**src/rtl/muldiv_seq.sv**
```systemverilog
// muldiv_seq: 32-step MULT/DIV sequencer owning HI/LO; define MULDIV_UNSIGNED_EN for the unsigned_op (MULTU/DIVU) port
module muldiv_seq #(
  parameter int WIDTH = 32,
  parameter int CNT_W = 6
) (
  input  logic             clk,
  input  logic             reset,
  input  logic             mult_start,
  input  logic             div_start,
  input  logic [WIDTH-1:0] op_a,
  input  logic [WIDTH-1:0] op_b,
`ifdef MULDIV_UNSIGNED_EN
  input  logic             unsigned_op,
`endif
  output logic             busy,
  output logic             done,
  output logic             hilo_write,
  output logic             div_zero,
  output logic [WIDTH-1:0] hi,
  output logic [WIDTH-1:0] lo
);
  localparam logic [1:0] IDLE = 2'd0, MULT = 2'd1, DIV = 2'd2, FIN = 2'd3;
  localparam int AW = 2*WIDTH+1;
  logic [1:0] state_q, state_d;
  logic [CNT_W-1:0] cnt_q, cnt_d;
  logic [AW-1:0] acc_q, acc_d;
  logic [WIDTH-1:0] opd_q, opd_d, hi_q, hi_d, lo_q, lo_d;
  logic div_q, div_d, zero_q, zero_d, qneg_q, qneg_d, rneg_q, rneg_d;
  logic uns_in, uns_q;
  logic [WIDTH:0] up_x, m_x, sum;
  logic [WIDTH+1:0] diff;
  logic [AW-1:0] sh, div_nx;
  logic [WIDTH-1:0] mag_a, mag_b, quo, rem;
`ifdef MULDIV_UNSIGNED_EN
  assign uns_in = unsigned_op;
  // unsigned mode is captured with the operands and held for the whole operation
  always_ff @(posedge clk or posedge reset)
    if (reset) uns_q <= 1'b0;
    else if (state_q == IDLE && (mult_start || div_start)) uns_q <= unsigned_op;
`else
  assign uns_in = 1'b0;
  assign uns_q  = 1'b0;
`endif
  // one Booth (or add-shift when unsigned) step and one restoring-divide step, plus operand magnitudes
  always_comb begin
    up_x   = {~uns_q & acc_q[AW-1], acc_q[AW-1:WIDTH+1]};
    m_x    = {~uns_q & opd_q[WIDTH-1], opd_q};
    sum    = uns_q ? (acc_q[1] ? up_x + m_x : up_x)
           : (acc_q[1:0] == 2'b01 ? up_x + m_x : acc_q[1:0] == 2'b10 ? up_x - m_x : up_x);
    sh     = {acc_q[AW-2:0], 1'b0};
    diff   = {1'b0, sh[AW-1:WIDTH]} - {2'b00, opd_q};
    div_nx = diff[WIDTH+1] ? sh : {diff[WIDTH:0], sh[WIDTH-1:1], 1'b1};
    mag_a  = (~uns_in & op_a[WIDTH-1]) ? -op_a : op_a;
    mag_b  = (~uns_in & op_b[WIDTH-1]) ? -op_b : op_b;
    quo    = qneg_q ? -acc_q[WIDTH-1:0] : acc_q[WIDTH-1:0];
    rem    = rneg_q ? -acc_q[2*WIDTH-1:WIDTH] : acc_q[2*WIDTH-1:WIDTH];
  end
  // sequencer next state: launch from IDLE, iterate WIDTH steps, publish HI/LO in FIN
  always_comb begin
    state_d = state_q;
    cnt_d   = cnt_q;
    acc_d   = acc_q;
    opd_d   = opd_q;
    hi_d    = hi_q;
    lo_d    = lo_q;
    div_d   = div_q;
    zero_d  = zero_q;
    qneg_d  = qneg_q;
    rneg_d  = rneg_q;
    case (state_q)
      IDLE: begin
        if (mult_start) begin
          state_d = MULT;
          cnt_d   = '0;
          acc_d   = {{WIDTH{1'b0}}, op_b, 1'b0};
          opd_d   = op_a;
          div_d   = 1'b0;
          zero_d  = 1'b0;
        end else if (div_start) begin
          state_d = (op_b == '0) ? FIN : DIV;
          cnt_d   = '0;
          acc_d   = {{(WIDTH+1){1'b0}}, mag_a};
          opd_d   = mag_b;
          div_d   = 1'b1;
          zero_d  = (op_b == '0);
          qneg_d  = ~uns_in & (op_a[WIDTH-1] ^ op_b[WIDTH-1]);
          rneg_d  = ~uns_in & op_a[WIDTH-1];
        end
      end
      MULT, DIV: begin
        acc_d = (state_q == MULT) ? {sum, acc_q[WIDTH:1]} : div_nx;
        cnt_d = cnt_q + CNT_W'(1);
        if (cnt_q == CNT_W'(WIDTH-1)) state_d = FIN;
      end
      default: begin
        state_d = IDLE;
        if (!zero_q) begin
          hi_d = div_q ? rem : acc_q[AW-1:WIDTH+1];
          lo_d = div_q ? quo : acc_q[WIDTH:1];
        end
      end
    endcase
  end
  // state and datapath registers; reset aborts any operation and clears HI/LO
  always_ff @(posedge clk or posedge reset)
    if (reset) begin
      state_q <= IDLE;
      cnt_q   <= '0;
      acc_q   <= '0;
      opd_q   <= '0;
      hi_q    <= '0;
      lo_q    <= '0;
      div_q   <= 1'b0;
      zero_q  <= 1'b0;
      qneg_q  <= 1'b0;
      rneg_q  <= 1'b0;
    end else begin
      state_q <= state_d;
      cnt_q   <= cnt_d;
      acc_q   <= acc_d;
      opd_q   <= opd_d;
      hi_q    <= hi_d;
      lo_q    <= lo_d;
      div_q   <= div_d;
      zero_q  <= zero_d;
      qneg_q  <= qneg_d;
      rneg_q  <= rneg_d;
    end
  assign busy       = (state_q == MULT) || (state_q == DIV);
  assign done       = (state_q == FIN);
  assign hilo_write = (state_q == FIN) && !zero_q;
  assign div_zero   = (state_q == FIN) && zero_q;
  assign hi         = hi_q;
  assign lo         = lo_q;
endmodule

```
**config.mk**
```make
export PLATFORM = sky130hd
export DESIGN_NAME = muldiv_seq
export DESIGN_NICKNAME = d
export VERILOG_FILES = /design/src/rtl/muldiv_seq.sv
export SDC_FILE = /design/constraint.sdc
export NUM_CORES = 1
export LEC_CHECK = 0
export CAP_MARGIN = 20
export CORE_MARGIN = 3
export CORE_UTILIZATION = 55
export CTS_BUF_LIST = sky130_fd_sc_hd__clkbuf_2 sky130_fd_sc_hd__clkbuf_4 sky130_fd_sc_hd__clkbuf_8
export DETAILED_ROUTE_END_ITERATION = 12
export PLACE_DENSITY = 0.84
export RECOVER_POWER = 25
export REMOVE_ABC_BUFFERS = 1
export SKIP_CTS_REPAIR_TIMING = 1
export SYNTH_ARGS = -nofsm -noshare
export SYNTH_HDL_FRONTEND = slang
export SYNTH_SLANG_ARGS = --single-unit
```
**constraint.sdc**
```tcl
create_clock -name clk -period 7 [get_ports clk]
set_input_delay 1.4 -clock clk [delete_from_list [all_inputs] [get_ports clk]]
set_output_delay 1.4 -clock clk [all_outputs]
set_load 0.03 [all_outputs]
```
==> results of run 1 <==
-- routing by layer --
metal  vias up  global-route usage, %  wire, um
met4         0                  11.15      1695
li1       8116                      -         -
met5         -                      0         0
met1      7877                  44.61     23310
met2       745                  48.04     23140
met3       123                  5.649      4411
-- final timing paths --
kind / slack (ns) / from / end
worst max register to register: 2.49 / acc_q[33] / acc_q[60]
worst min-delay path: 0.48 / hi[9] / hi[9]
worst max-delay path: 2.17 / mult_start / rneg_q
worst min register to register: 0.48 / hi[9] / hi[9]
max in group asynchronous: 2.50 / reset / acc_q[60]
min in group asynchronous: 2.12 / reset / acc_q[3]
-- synthesized netlist by cell type (all sizes together) (20+ instances only) --
cell type / n / area [um^2]
nand2: 332 / 1246
dfrtp: 173 / 4329
nor3: 31 / 155.2
a211oi: 37 / 277.8
nand3: 26 / 130.1
xnor2: 64 / 560.5
a21o: 29 / 217.7
buf: 26 / 112.6
nor2: 146 / 548.0
o31ai: 40 / 324.1
a21oi: 165 / 825.8
clkbuf: 137 / 519.3
o41ai: 20 / 182.7
o211ai: 26 / 195.2
or3: 36 / 230.2
nor2b: 24 / 150.1
nand2b: 30 / 195.2
inv: 86 / 322.8
ha: 107 / 1339
o21ai: 341 / 1714
mux2i: 40 / 400.4
xor2: 126 / 1104
-- sequential cells by signal, summed over array words and instances, names as in the netlist --
name     flops
qneg_q       1
acc_q       65
opd_q       32
zero_q       1
hi          32
rneg_q       1
cnt_q        6
lo          32
div_q        1
state_q      2
-- report_power, final --
part | leakage (nW) | total, mW | internal (mW) | switching [mW]
registers | 2.19 | 2.05 | 1.41 | 0.638
logic | 5.68 | 6.08 | 2.38 | 3.70
clock network | 0.225 | 0.823 | 0.381 | 0.442
-- kinds of logic after synthesis --
logic type,count (synthesis)
buffers and inverters,249
flip-flops,173
adder cells (fa/ha/maj),110
AO/OA/AOI/OAI,791
multiplexers,55
XOR/XNOR,190
AND/OR/NAND/NOR,706
-- layout make-up --
class / count / area [um^2] / share of cell area (%)
Multi-Input combinational cell: 1852 / 11740 / 62.37
Sequential cell: 173 / 4329 / 23.01
Timing Repair Buffer: 155 / 1503 / 7.985
Tap cell: 390 / 488.0 / 2.593
Inverter: 86 / 324.1 / 1.722
Clock buffer: 19 / 261.5 / 1.390
Clock inverter: 13 / 175.2 / 0.9309
-- tightest hold or removal path: stages (launching register included) --
cell and delay (ns):
dfrtp_1 0.35, nand2_1 0.04, o21ai_0 0.06
==> impl_metrics.json, run 1 <==
{
  "grt_pass1_wl_mm": 85.00,
  "initial_utilization_pct": 56.57,
  "grt_usage_pct": 31.40,
  "power.total_mw": 8.949,
  "synth_edf_count": 0,
  "coreArea_um2": 30030,
  "setup_tns_ns": 0,
  "worst_r2r_path_depth": 13,
  "synth-simple-area-share_pct": 19.11,
  "nNetsFinal": 2463,
  "async_flop_share_pct": 100.0,
  "cts-root-buf": "clkbuf_8",
  "die_x_um": 181.8,
  "antenna_found_initial": 0,
  "arrival_ns": 5.25,
  "drtIter0Drc": 1862,
  "slowest_stage": "clkbuf_1",
  "ir_drop_v": 0.0002755,
  "final_util_pct": 62.66,
  "io_pins": 136,
  "cts_buffers": 17,
  "synthXorXnorAreaFrac_pct": 9.795,
  "fin_cells": 2688,
  "antenna_left": 0,
  "critPathRequiredTime_ns": 7.42,
  "nFillCells": 2739,
  "crit_top_cell": "buf_4",
  "mappedNetlistArea_um2": 16990,
  "crit_type": "primary input to flip-flop",
  "wire_per_inst_um": 19.55,
  "rsz0062_at_grt": "false",
  "synth_warnings": 0,
  "cp-start-kind": "primary input",
  "power_leakage_nw": 8.096,
  "synth_top_family_by_area": "compound AO/OA/AOI/OAI gates",
  "vias_per_cell": 6.273,
  "finalWirelength_mm": 52.56,
  "cts.sinks": 173,
  "fmax_ghz": 0.2070,
  "synth_seq_area_share_pct": 25.48,
  "clock_path_buffers": 2,
  "numPortBuffers": 135,
  "worst_setup_path_end_kind": "flip-flop",
  "antenna_cells": 0,
  "cp.depth": 6,
  "dp_cells": 2654,
  "drc_errors": 0,
  "min_period_ns": 4.832,
  "dpl.hpwl_mm": 38.45,
  "drv_cap": 5,
  "clk_pin_slew_ns": 0.11,
  "drt_first_pass_iters": 6,
  "synthAdderAreaFrac_pct": 8.233,
  "setup_viol": 0,
  "skew_ns": 0.02147,
  "worstMarginPinSlew_ns": 3.191,
  "fin_ws_ns": 2.168,
  "slew_violations": 327,
  "netlist_instances": 2274,
  "max_slew_margin_pct": -112.7,
  "synth_compound_area_share_pct": 28.41,
  "cts_tree": "yes",
  "postSynthAreaPerCell_um2": 7.471,
  "synth_seq_cells": 173,
  "final_common_cell": "nand2_1",
  "grt_max_degree": 80,
  "grt_pass1_vias": 15910,
  "dpl_cell_area_um2": 18370,
  "muxShareOfSynthArea_pct": 3.351,
  "violations": "capacitance limit, slew limit",
  "status": "finished with violations",
  "path_max_fanout": 79,
  "vias": 16860,
  "slowest_delay_ns": 2.30,
  "die_h_um": 181.8,
  "min_period_over_period_pct": 69.03,
  "fin_hold_ws_ns": 0.4831,
  "cts_max_level": 4,
  "synth_cell_types": 83,
  "die_area_um2": 33040,
  "cpLargestDelayFamily": "buffers and inverters",
  "hold_class": "flip-flop to flip-flop",
  "post-place-ws_ns": 2.165,
  "path_buf_inv": 3,
  "drive_gt1_share_pct": 4.308,
  "hold_violations": 0,
  "whs_path_depth": 2,
  "gp_congestion": 0.9522,
  "fin_area_um2": 18820,
  "synth_top_flop_cell": "dfrtp_1",
  "insertion_delay_ns": 0.52,
  "cp_cell_sequence": "buf_4, clkbuf_1, o21ai_4, buf_4, nor2_1, mux2_2",
  "area_growth_pct": 10.76,
  "gr-total-overflow": 0,
  "final_cell_mix": "nand2_1, o21ai_0, dfrtp_1",
  "rows": 63,
  "p_per_area_nw_per_um2": 475.6
}
Note: power is estimated with default switching activity, not from simulation.
==> run 2, diff against run 1 <==
==> constraint.sdc (replaced) <==
create_clock -name clk -period 4.7 [get_ports clk]
set_input_delay 0.94 -clock clk [delete_from_list [all_inputs] [get_ports clk]]
set_output_delay 0.94 -clock clk [all_outputs]
set_load 0.03 [all_outputs]
==> run 2 against run 1 <==
The flow still finishes with violations (capacitance limit, slew limit). Sequential cell count stayed put. Critical path type is now flip-flop to flip-flop. Largest cell class unchanged. Wire length increased by 1.5%. Final area rose by 0.79%. Clock power grew 32%.
==> impl_metrics.json, run 2 (synthesis gave the netlist of run 1 again) <==
{
  "final_common_cell": "nand2_1",
  "clk_pin_slew_ns": 0.11,
  "cts_buffers": 17,
  "area_growth_pct": 11.64,
  "rows": 63,
  "finalWirelength_mm": 53.33,
  "slowest_stage": "dfrtp_1",
  "drive_gt1_share_pct": 5.218,
  "status": "finished with violations",
  "hold_violations": 0,
  "largest_register_ffs": 65,
  "worst_r2r_path_depth": 12,
  "max_slew_margin_pct": -29.37,
  "dp_cells": 2676,
  "cp-start-kind": "flip-flop",
  "worstMarginPinSlew_ns": 1.941,
  "grt_pass1_wl_mm": 86.31,
  "worst_setup_path_end_kind": "flip-flop",
  "crit_type": "flip-flop to flip-flop",
  "grt_usage_pct": 31.75,
  "drv_cap": 1,
  "insertion_delay_ns": 0.51,
  "drc_errors": 0,
  "dpl.hpwl_mm": 39.02,
  "cts-root-buf": "clkbuf_8",
  "io_pins": 136,
  "numPortBuffers": 135,
  "final_cell_mix": "nand2_1, o21ai_0, dfrtp_1",
  "power_leakage_nw": 8.190,
  "final_util_pct": 63.15,
  "fin_area_um2": 18970,
  "slew_violations": 83,
  "power.total_mw": 13.33,
  "antenna_cells": 0,
  "nNetsFinal": 2485,
  "die_h_um": 181.8,
  "p_per_area_nw_per_um2": 702.7,
  "die_x_um": 181.8,
  "cts.sinks": 173,
  "wire_per_inst_um": 19.69,
  "ir_drop_v": 0.0003541,
  "critPathRequiredTime_ns": 5.11,
  "min_period_over_period_pct": 86.34,
  "fin_cells": 2709,
  "dpl_cell_area_um2": 18540,
  "setup_viol": 0,
  "die_area_um2": 33040,
  "gr-total-overflow": 0,
  "hold_class": "flip-flop to flip-flop",
  "top_register": "acc_q",
  "vias_per_cell": 6.367,
  "fmax_ghz": 0.2464,
  "grt_max_degree": 97,
  "min_period_ns": 4.058,
  "antenna_found_initial": 0,
  "skew_ns": 0.02399,
  "fin_hold_ws_ns": 0.4852,
  "nFillCells": 2684,
  "cts_max_level": 4,
  "vias": 17250,
  "violations": "capacitance limit, slew limit",
  "path_max_fanout": 39,
  "slowest_delay_ns": 0.46,
  "clock_path_buffers": 2,
  "setup_tns_ns": 0,
  "drt_first_pass_iters": 9,
  "initial_utilization_pct": 56.57,
  "fin_ws_ns": 0.6419,
  "arrival_ns": 4.47,
  "post-place-ws_ns": 0.3465,
  "grt_pass1_vias": 16300,
  "drtIter0Drc": 2012,
  "cp_cell_sequence": "inv_1, ha_1, nor2b_1, o31a_1, o31a_1, nor4b_1, o21ai_1, o21ai_1, o21a_1, buf_4, o311ai_0, a32o_1",
  "whs_path_depth": 2,
  "rsz0062_at_grt": "false",
  "coreArea_um2": 30030,
  "cts_tree": "yes",
  "antenna_left": 0,
  "gp_congestion": 1.007
}
## run 2: changes by cell type in the layout (fill, tap and decap cells not counted), moves of 2 or more
cell	delta
clkinvlp_4	+3
clkbuf_8	-2
clkbuf_2	-2
buf_4	+25
clkbuf_1	-2
bufinv_16	-2
## run 2: where the power goes
part | leakage, nW | switching (mW) | internal [mW]
Clock | 0.188 | 0.650 | 0.435
Combinational | 5.81 | 5.67 | 3.62
Sequential | 2.19 | 0.847 | 2.11
Total | 8.19 | 7.17 | 6.16
## run 2: worst max-delay path: cells and delay by family, from the launching register on
family | cells | cell delay (ns)
AND/OR/NAND/NOR | 2 | 0.59
flip-flops | 1 | 0.46
buffers and inverters | 2 | 0.56
adder cells (fa/ha/maj) | 1 | 0.29
AO/OA/AOI/OAI | 7 | 2.03
## run 2: layer usage
metal / GRT usage (%) / vias up / routed length (um)
met5: 0 / - / 0
met4: 11.24 / 0 / 1870
met3: 5.769 / 133 / 5275
met2: 49.98 / 926 / 23770
met1: 43.92 / 8033 / 22420
li1: - / 8155 / -
## run 2: final timing paths
kind | start | endpoint | slack [ns]
setup / recovery | opd_q[1] | acc_q[40] | 0.64
hold / removal | hi[6] | hi[6] | 0.49
setup reg to reg | opd_q[1] | acc_q[40] | 0.64
hold reg to reg | hi[6] | hi[6] | 0.49
max in group asynchronous | reset | div_q | 1.44
min in group asynchronous | reset | acc_q[2] | 1.46
## run 2: final cells by class
class | instances | area (um^2) | share of cell area [%]
flip-flops and latches | 173 | 4333 | 22.84
well taps | 390 | 488.0 | 2.573
repair buffers | 177 | 1709 | 9.011
clock buffers | 18 | 241.5 | 1.273
multi-input cells | 1852 | 11730 | 61.86
inverters | 86 | 326.6 | 1.722
clock inverters | 13 | 135.1 | 0.7125
==> run 3, diff against run 2 <==
--- a/config.mk
+++ b/config.mk
@@ -5,7 +5,7 @@
 export SDC_FILE = /design/constraint.sdc
 export NUM_CORES = 1
 export LEC_CHECK = 0
-export CAP_MARGIN = 20
+export CORE_ASPECT_RATIO = 0.9
 export CORE_MARGIN = 3
 export CORE_UTILIZATION = 55
 export CTS_BUF_LIST = sky130_fd_sc_hd__clkbuf_2 sky130_fd_sc_hd__clkbuf_4 sky130_fd_sc_hd__clkbuf_8
==> run 3 against run 2 <==
Via count decreased by 0.53%. Final cell count increased by 0.63%. Final area increased by 0.25%. Global-route usage increased by 0.11 points. Clock-buffer cell count unchanged. The flow still finishes with violations (capacitance limit, slew limit). Sequential share of layout area decreased by 0.057 points. Fmax about the same. Power increased by 0.49%. Sequential cell count unchanged. Sequential power increased by 3%. Combinational power decreased by 1%. Clock skew about the same.
==> impl_metrics.json, run 3 (synthesis gave the netlist of run 1 again) <==
{
  "status": "finished with violations",
  "violations": "capacitance limit, slew limit",
  "hold_class": "flip-flop to flip-flop",
  "coreArea_um2": 30180,
  "drtIter0Drc": 2090,
  "wl_met2_mm": 23.05,
  "nFillCells": 2649,
  "cts_tree": "yes",
  "wl_met3_mm": 4.945,
  "slew_violations": 62,
  "crit_top_cell": "o21ai_1",
  "die_area_um2": 33040,
  "grt_pass1_vias": 15940,
  "clock_path_buffers": 2,
  "largest_register_ffs": 65,
  "critPathRequiredTime_ns": 5.09,
  "rows": 60,
  "grt_pass1_wl_mm": 85.79,
  "cts.sinks": 173,
  "gr-total-overflow": 0,
  "cts-root-buf": "clkbuf_8",
  "clk_pin_slew_ns": 0.12,
  "worst_setup_path_end_kind": "flip-flop",
  "drt_first_pass_iters": 6,
  "dpl_cell_area_um2": 18610,
  "die_x_um": 191.3,
  "routed.top_layer": "met4",
  "final_common_cell": "nand2_1",
  "min_period_over_period_pct": 86.31,
  "io_pins": 136,
  "slowest_delay_ns": 1.01,
  "cp-start-kind": "flip-flop",
  "ir_drop_v": 0.0003309,
  "cts_buffers": 17,
  "fin_hold_ws_ns": 0.4825,
  "path_max_fanout": 22,
  "min_period_ns": 4.056,
  "antenna_cells": 0,
  "r2r_start": "acc_q[36]",
  "vias": 17160,
  "initial_utilization_pct": 56.30,
  "top_register": "acc_q",
  "nNetsFinal": 2488,
  "regToRegSetupSlack_ns": 0.64,
  "setup_viol": 0,
  "fmax_ghz": 0.2465,
  "hold_start": "hi[18]",
  "hold_violations": 0,
  "insertion_delay_ns": 0.52,
  "grt_usage_pct": 31.86,
  "fin_ws_ns": 0.6436,
  "final_util_pct": 63.01,
  "worstMarginPinSlew_ns": 1.593,
  "final_cell_mix": "nand2_1, o21ai_0, dfrtp_1",
  "finalWirelength_mm": 53.25,
  "wire_per_inst_um": 19.54,
  "die_h_um": 172.7,
  "grt_max_degree": 80,
  "cp_cell_sequence": "ha_1, o2111ai_1, nor3_1, o31a_1, nor4b_1, o21ai_1, o21ai_1, o21ai_2, nand2_1, o211ai_1, a21oi_1",
  "drc_errors": 0,
  "max_slew_margin_pct": -6.219,
  "drive_gt1_share_pct": 5.467,
  "gp_congestion": 0.9477,
  "slowest_stage": "o21ai_2",
  "antenna_found_initial": 0,
  "cts_max_level": 4,
  "arrival_ns": 4.45,
  "post-place-ws_ns": 0.3766,
  "numPortBuffers": 135,
  "wl_met1_mm": 23.41,
  "dp_cells": 2694,
  "area_growth_pct": 11.92,
  "drv_cap": 1,
  "antenna_left": 0,
  "dpl.hpwl_mm": 39.45,
  "fin_cells": 2726,
  "power_leakage_nw": 8.219,
  "crit_type": "flip-flop to flip-flop",
  "rsz0062_at_grt": "false",
  "vias_per_cell": 6.293,
  "p_per_area_nw_per_um2": 704.4,
  "crit_start": "acc_q[36]",
  "fin_area_um2": 19010,
  "skew_ns": 0.02402
}
## run 3: changes by cell type in the layout (fill, tap and decap cells not counted), moves of 2 or more
cell | before | now
inv_8 | 1 | 6
clkbuf_1 | 2 | 0
buf_16 | 2 | 0
buf_4 | 38 | 44
clkinv_2 | 2 | 0
inv_6 | 4 | 2
## run 3: metrics by stage
stage,power [mW],TNS (ns)
global placement,11.77,0
detailed placement,12.04,0
finish,13.39,0
CTS,13.23,0
floorplan,9.264,-160.71
global route,14.51,0
## run 3: power breakdown
part           switching [mW]  internal (mW)
clock                   0.691          0.465
sequential              0.947           2.11
combinational            5.57           3.62
## run 3: cell type report
| cell class | count | area [um^2] | area share [%] |
|---|---|---|---|
| tap | 403 | 504.2 | 2.652 |
| sequential | 173 | 4333 | 22.79 |
| clock inverter | 14 | 171.4 | 0.9015 |
| inverter | 86 | 327.8 | 1.724 |
| clock buffer | 18 | 247.7 | 1.303 |
| multi-input combinational | 1852 | 11730 | 61.71 |
| timing repair buffer | 180 | 1697 | 8.923 |
## run 3: path summary, 6_finish.rpt
| kind | end | cells past startpoint |
|---|---|---|
| max | acc_q[46] | 11 |
| min | hi[18] | 2 |
| max reg2reg | acc_q[46] | 11 |
| min reg2reg | hi[18] | 2 |
| max in group asynchronous | acc_q[59] | 3 |
| min in group asynchronous | lo[4] | 2 |
## run 3: critical path, delay by kind of cell, from the launching register on
kind	cells	cell delay (ns)
AO/OA/AOI/OAI	7	2.31
adder cells (fa/ha/maj)	1	0.51
flip-flops	1	0.53
AND/OR/NAND/NOR	3	0.58
## run 3: per-layer routing
layer	global-route usage [%]	vias to the layer above
met5	0	-
met3	5.311	129
met4	11.31	0
li1	-	8162
met2	48.05	836
met1	46.06	8028
